$ cat src/rtl/dmem_mmio.sv
// Data-memory responder for the single-cycle RV32 core: word RAM plus an MMIO page (GPIO, auto-reload timer).
// Define DMEM_MMIO_TIMER_EN to build the timer; otherwise its registers read 0 and TimerIrq is tied low.
module dmem_mmio #(
  parameter int RAM_WORDS  = 64,
  parameter int GPIO_WIDTH = 8
) (
  input  logic                  clk,
  input  logic                  reset,
  input  logic                  MemWrite,
  input  logic [31:0]           Addr,
  input  logic [31:0]           WriteData,
  output logic [31:0]           ReadData,
  input  logic [GPIO_WIDTH-1:0] GpioIn,
  output logic [GPIO_WIDTH-1:0] GpioOut,
  output logic                  TimerIrq
);

  localparam int AW = $clog2(RAM_WORDS);

  localparam logic [2:0] SEL_GPIO_OUT = 3'd0;
  localparam logic [2:0] SEL_GPIO_IN  = 3'd1;
  localparam logic [2:0] SEL_TCOUNT   = 3'd2;
  localparam logic [2:0] SEL_TCMP     = 3'd3;
  localparam logic [2:0] SEL_TCTRL    = 3'd4;

  logic          is_mmio;
  logic [2:0]    sel;
  logic [AW-1:0] ram_idx;
  logic          wr_ram;
  logic          wr_mmio;
  logic          unused_addr;

  assign is_mmio = Addr[31];
  assign sel     = Addr[4:2];
  assign ram_idx = Addr[AW+1:2];
  // RAM writes are suppressed during reset; MMIO writes lose to the reset branch below.
  assign wr_ram  = MemWrite && !is_mmio && !reset;
  assign wr_mmio = MemWrite && is_mmio;
  assign unused_addr = ^{Addr[30:AW+2], Addr[1:0]};

  logic [31:0] ram [RAM_WORDS];

  always_ff @(posedge clk) begin
    if (wr_ram) ram[ram_idx] <= WriteData;
  end

  logic [GPIO_WIDTH-1:0] gpio_out;
  logic [GPIO_WIDTH-1:0] gpio_s1;
  logic [GPIO_WIDTH-1:0] gpio_s2;

  always_ff @(posedge clk) begin
    if (reset) begin
      gpio_out <= '0;
      gpio_s1  <= '0;
      gpio_s2  <= '0;
    end else begin
      gpio_s1 <= GpioIn;
      gpio_s2 <= gpio_s1;
      if (wr_mmio && sel == SEL_GPIO_OUT) gpio_out <= WriteData[GPIO_WIDTH-1:0];
    end
  end

  assign GpioOut = gpio_out;

  logic [31:0] tcount_rd;
  logic [31:0] tcmp_rd;
  logic [31:0] tctrl_rd;

`ifdef DMEM_MMIO_TIMER_EN
  logic [31:0] tcount;
  logic [31:0] tcmp;
  logic        t_en;
  logic        t_ie;
  logic        t_pend;
  logic        wr_tcount;
  logic        wr_tcmp;
  logic        wr_tctrl;
  logic        tmatch;

  assign wr_tcount = wr_mmio && sel == SEL_TCOUNT;
  assign wr_tcmp   = wr_mmio && sel == SEL_TCMP;
  assign wr_tctrl  = wr_mmio && sel == SEL_TCTRL;
  // A CPU write to TCOUNT pre-empts this edge's reload and its PEND set.
  assign tmatch    = t_en && (tcount == tcmp) && !wr_tcount;

  always_ff @(posedge clk) begin
    if (reset) begin
      tcount <= '0;
      tcmp   <= '0;
      t_en   <= 1'b0;
      t_ie   <= 1'b0;
      t_pend <= 1'b0;
    end else begin
      if (wr_tcount)   tcount <= WriteData;
      else if (tmatch) tcount <= '0;
      else if (t_en)   tcount <= tcount + 32'd1;
      if (wr_tcmp) tcmp <= WriteData;
      if (wr_tctrl) begin
        t_en <= WriteData[0];
        t_ie <= WriteData[1];
      end
      // Match-set wins over a same-edge write-1-to-clear.
      if (tmatch)                         t_pend <= 1'b1;
      else if (wr_tctrl && WriteData[2]) t_pend <= 1'b0;
    end
  end

  assign tcount_rd = tcount;
  assign tcmp_rd   = tcmp;
  assign tctrl_rd  = {29'd0, t_pend, t_ie, t_en};
  assign TimerIrq  = t_pend & t_ie;
`else
  assign tcount_rd = '0;
  assign tcmp_rd   = '0;
  assign tctrl_rd  = '0;
  assign TimerIrq  = 1'b0;
`endif

  logic [31:0] gpio_out_rd;
  logic [31:0] gpio_in_rd;

  always_comb begin
    gpio_out_rd                   = '0;
    gpio_in_rd                    = '0;
    gpio_out_rd[GPIO_WIDTH-1:0]   = gpio_out;
    gpio_in_rd[GPIO_WIDTH-1:0]    = gpio_s2;
  end

  always_comb begin
    ReadData = '0;
    if (!is_mmio) begin
      ReadData = ram[ram_idx];
    end else begin
      unique case (sel)
        SEL_GPIO_OUT: ReadData = gpio_out_rd;
        SEL_GPIO_IN:  ReadData = gpio_in_rd;
        SEL_TCOUNT:   ReadData = tcount_rd;
        SEL_TCMP:     ReadData = tcmp_rd;
        SEL_TCTRL:    ReadData = tctrl_rd;
        default:      ReadData = '0;
      endcase
    end
  end

endmodule
$ cat config.mk
export PLATFORM = sky130hd
export DESIGN_NAME = dmem_mmio
export DESIGN_NICKNAME = d
export VERILOG_FILES = /design/src/rtl/dmem_mmio.sv
export SDC_FILE = /design/constraint.sdc
export NUM_CORES = 2
export LEC_CHECK = 0
export ABC_AREA = 1
export BUFFER_PORTS_ARGS = -buffer_cell sky130_fd_sc_hd__buf_4
export CAP_MARGIN = 20
export CORE_AREA = 2 2 462 464
export DETAILED_ROUTE_END_ITERATION = 16
export DIE_AREA = 0 0 464 466
export SLEW_MARGIN = 20
export SYNTH_ARGS = -nofsm -noshare
export SYNTH_HDL_FRONTEND = slang
export SYNTH_SLANG_ARGS = --single-unit
$ cat constraint.sdc
create_clock -name clk -period 3.8 [get_ports clk]
set_clock_uncertainty 0.05 [all_clocks]
set_input_delay 0.76 -clock clk [delete_from_list [all_inputs] [get_ports clk]]
set_output_delay 0.76 -clock clk [all_outputs]
set_load 0.02 [all_outputs]
==> impl_metrics.ini <==
[routing]
drtIter0Drc = 7291
drc_errors = 0
via_per_inst = 5.33
routed_wl_microns = 258000
ant_nets = 0
num_vias = 56500
first_pass_iters = 6
wl_per_cell_microns = 24.4

[yosys]
synth_flop_cell = edfxtp_1
syn_area_sq_um = 84100
yosysTopAreaCell = edfxtp_1
synth_warnings = 0
synth_area_leaders = edfxtp_1 73%, nand2_1 9.1%, nand3_1 4.9%
synthTopCellsByCount = 2048 x edfxtp_1, 2047 x nand2_1, 816 x nand3_1, 687 x nor2_1, 656 x inv_1
async_flop_share_pct = 0
synth_compound_area_share_pct = 2.52
synth_cell_types = 29
synth_xor_xnor_area_share_pct = 0
synth_top_area_share_pct = 73.1
ys_seq_elements = 2072
synth_nets = 7341
yosysSeqAreaShare_pct = 73.7
synth_edf_count = 2048
synth_fa_ha_area_share_pct = 0
synth-simple-area-share_pct = 18.5
avgSynthCellArea_sq_um = 11.6
synth_top_family_by_area = simple AND/OR/NAND/NOR gates
synthMuxAreaShare_pct = 0
yosys.cell_count.top_type = edfxtp_1
syn_inst = 7266

[pwr]
power-per-cell-area_nw_per_um2 = 486
leakage_nw = 36.6
peakVddDrop_mv = 0.490

[clock_network]
insertion_delay_ns = 0.84
cts_sinks = 2072
cts_tree = yes
cts_hold_buf = 0
cts.clk_slew.worst_paths_ns = 0.06
cts_inserted_buffers = 209
cts-root-buf = clkbuf_16
clockBufferDepth = 3
cts.htree.levels = 4

[placement]
dpl_worst_slack_ns = -0.123
finalWeightedCongestion = 0.843
dp_hpwl_microns = 150000
io_buffer_count = 89
place_inst = 10200
place_area_sq_um = 91700

[timing]
setup_viol = 0
rsz0062_at_grt = false
fin_tns_setup_ns = 0
slew_viol_final = 0
hold_viol_final = 0
max_clock_freq_mhz = 267
fin_crit_ns = 3.74
slew_headroom_pct = 43.0
max_slew.worst_pin.slew_ns = 0.855
setup_slack_ns = 0.0606
period_share_pct = 98.4

[global_route]
grt_pass1_wl_microns = 368000
grt_overflow_total = 0
grt_max_degree = 79
grt_usage_pct = 23.3
antenna_found_initial = 4
grt_pass1_vias = 53200

[final_layout]
drive_gt1_share_pct = 11.3
nets = 7683
instances_no_fill = 10600
final_area_sq_um = 98500
area_growth_pct = 17.1
num-fill-cells = 18700

[floorplan]
dieArea_sq_um = 216000
core-area_sq_um = 211000
initial_core_util_pct = 39.8
die_w_microns = 464
die_h_microns = 466
pin_count = 116
core.rowCount = 169

[worst_setup_path]
crit_arrival_ns = 2.93
critPathLaunchType = primary input
r2r-start = GpioOut[3]
crit_start = Addr[3]
crit_required_ns = 2.99
end_kind = output pin
crit_type = primary input to output pin
worstPathMaxFanout = 38

[job]
drv_cap = 0

[run_status]
status = complete, no violations

[hold_path]
min_from = GpioIn[4]
hp-class = primary input to flop
[power breakdown]
part           internal, mW  total, mW  switching, mW  leakage, nW
Sequential             25.2       25.2         0.0137         18.6
Combinational         0.949       3.12           2.17         14.9
Clock                  10.9       19.6           8.73         3.13
Total                  37.0       47.9           10.9         36.6
[state kept, by name, indices dropped and copies added (netlist names)]
name,count
GpioOut,8
gpio_s2,8
ram,2048
gpio_s1,8
[stage by stage]
step	total power [mW]	util [%]	hold slack [ns]
floorplan	27.1	-	0.338
global placement	28.7	43.4	0.343
detailed placement	28.7	43.4	0.346
CTS	48.1	46.5	0.0107
global route	49.2	46.6	0.0602
finish	47.9	46.6	0.0641
[cells in the final DEF, fill, tap and decap left out, types with 3 or more instances in the layout]
master / instances
o211ai_1: 20
clkbuf_1: 58
inv_1: 655
clkinv_8: 3
bufinv_16: 9
clkinv_16: 4
nand2_1: 2045
a21oi_1: 248
buf_12: 135
nand4_1: 163
nand3b_1: 13
dfxtp_1: 24
clkinv_1: 58
a32oi_1: 4
buf_16: 4
nor2_2: 12
buf_6: 7
nand3_1: 814
edfxtp_1: 2048
o21ai_0: 67
nand2_2: 4
clkbuf_16: 218
a221oi_1: 3
nor2_1: 615
buf_4: 367
nor2_4: 66
o21ai_1: 64
buf_8: 3
inv_16: 4
inv_6: 4
clkinv_2: 29
[cell families (layout without fill, tap and decap cells)]
family	after synthesis	count (layout)
AOI/OAI and AO/OA	407	407
other	1	2
and+or+nand+nor	3736	3736
DFF	2072	2072
buffers and inverters	1050	1564
[per-layer routing]
layer	share of wire [%]	vias to the layer above	wire length (microns)	track usage [%]
met5	0.011	-	29	0
met4	3.9	4	10000	8.80
met1	40	27800	104000	32.0
met3	9.1	429	23400	3.31
met2	47	2806	121000	37.5
li1	-	25400	-	-
[critical path, stage by stage]
cell	delay [ns]
buf_8	0.15
nor2_4	0.17
buf_12	0.22
buf_12	0.29
buf_12	0.17
a21oi_1	0.06
nand3_1	0.09
nand3_1	0.13
nand2_1	0.14
inv_1	0.05
nand2_1	0.23
nor2_2	0.12
nor2_1	0.12
buf_4	0.16
[cell type report]
class	instances	area (sq um)	area share, %
Antenna cell	1	2.50	0.00254
Clock buffer	270	5520	5.61
Clock inverter	113	921	0.935
Inverter	659	2510	2.55
Multi-Input combinational cell	4144	18200	18.5
Sequential cell	2072	62000	62.9
Tap cell	2821	3530	3.58
Timing Repair Buffer	522	5840	5.93
[worst paths after layout]
path	endpoint	slack [ns]	cells after the start
hold / removal	gpio_s1[4]	0.06	3
hold reg to reg	gpio_s2[4]	0.35	2
setup reg to reg	GpioOut[3]	3.05	2
setup / recovery	ReadData[31]	0.06	14
[what timing repair did]
action                                 4_1_cts  5_1_grt
setup endpoints to repair                   10       20
buffers inserted                             2        3
pin swaps                                    1        2
endpoints found under the hold margin        0        0
gates resized for setup                      1       23
gates cloned                                 0        6
No activity file was read; power rests on OpenSTA's default activity.
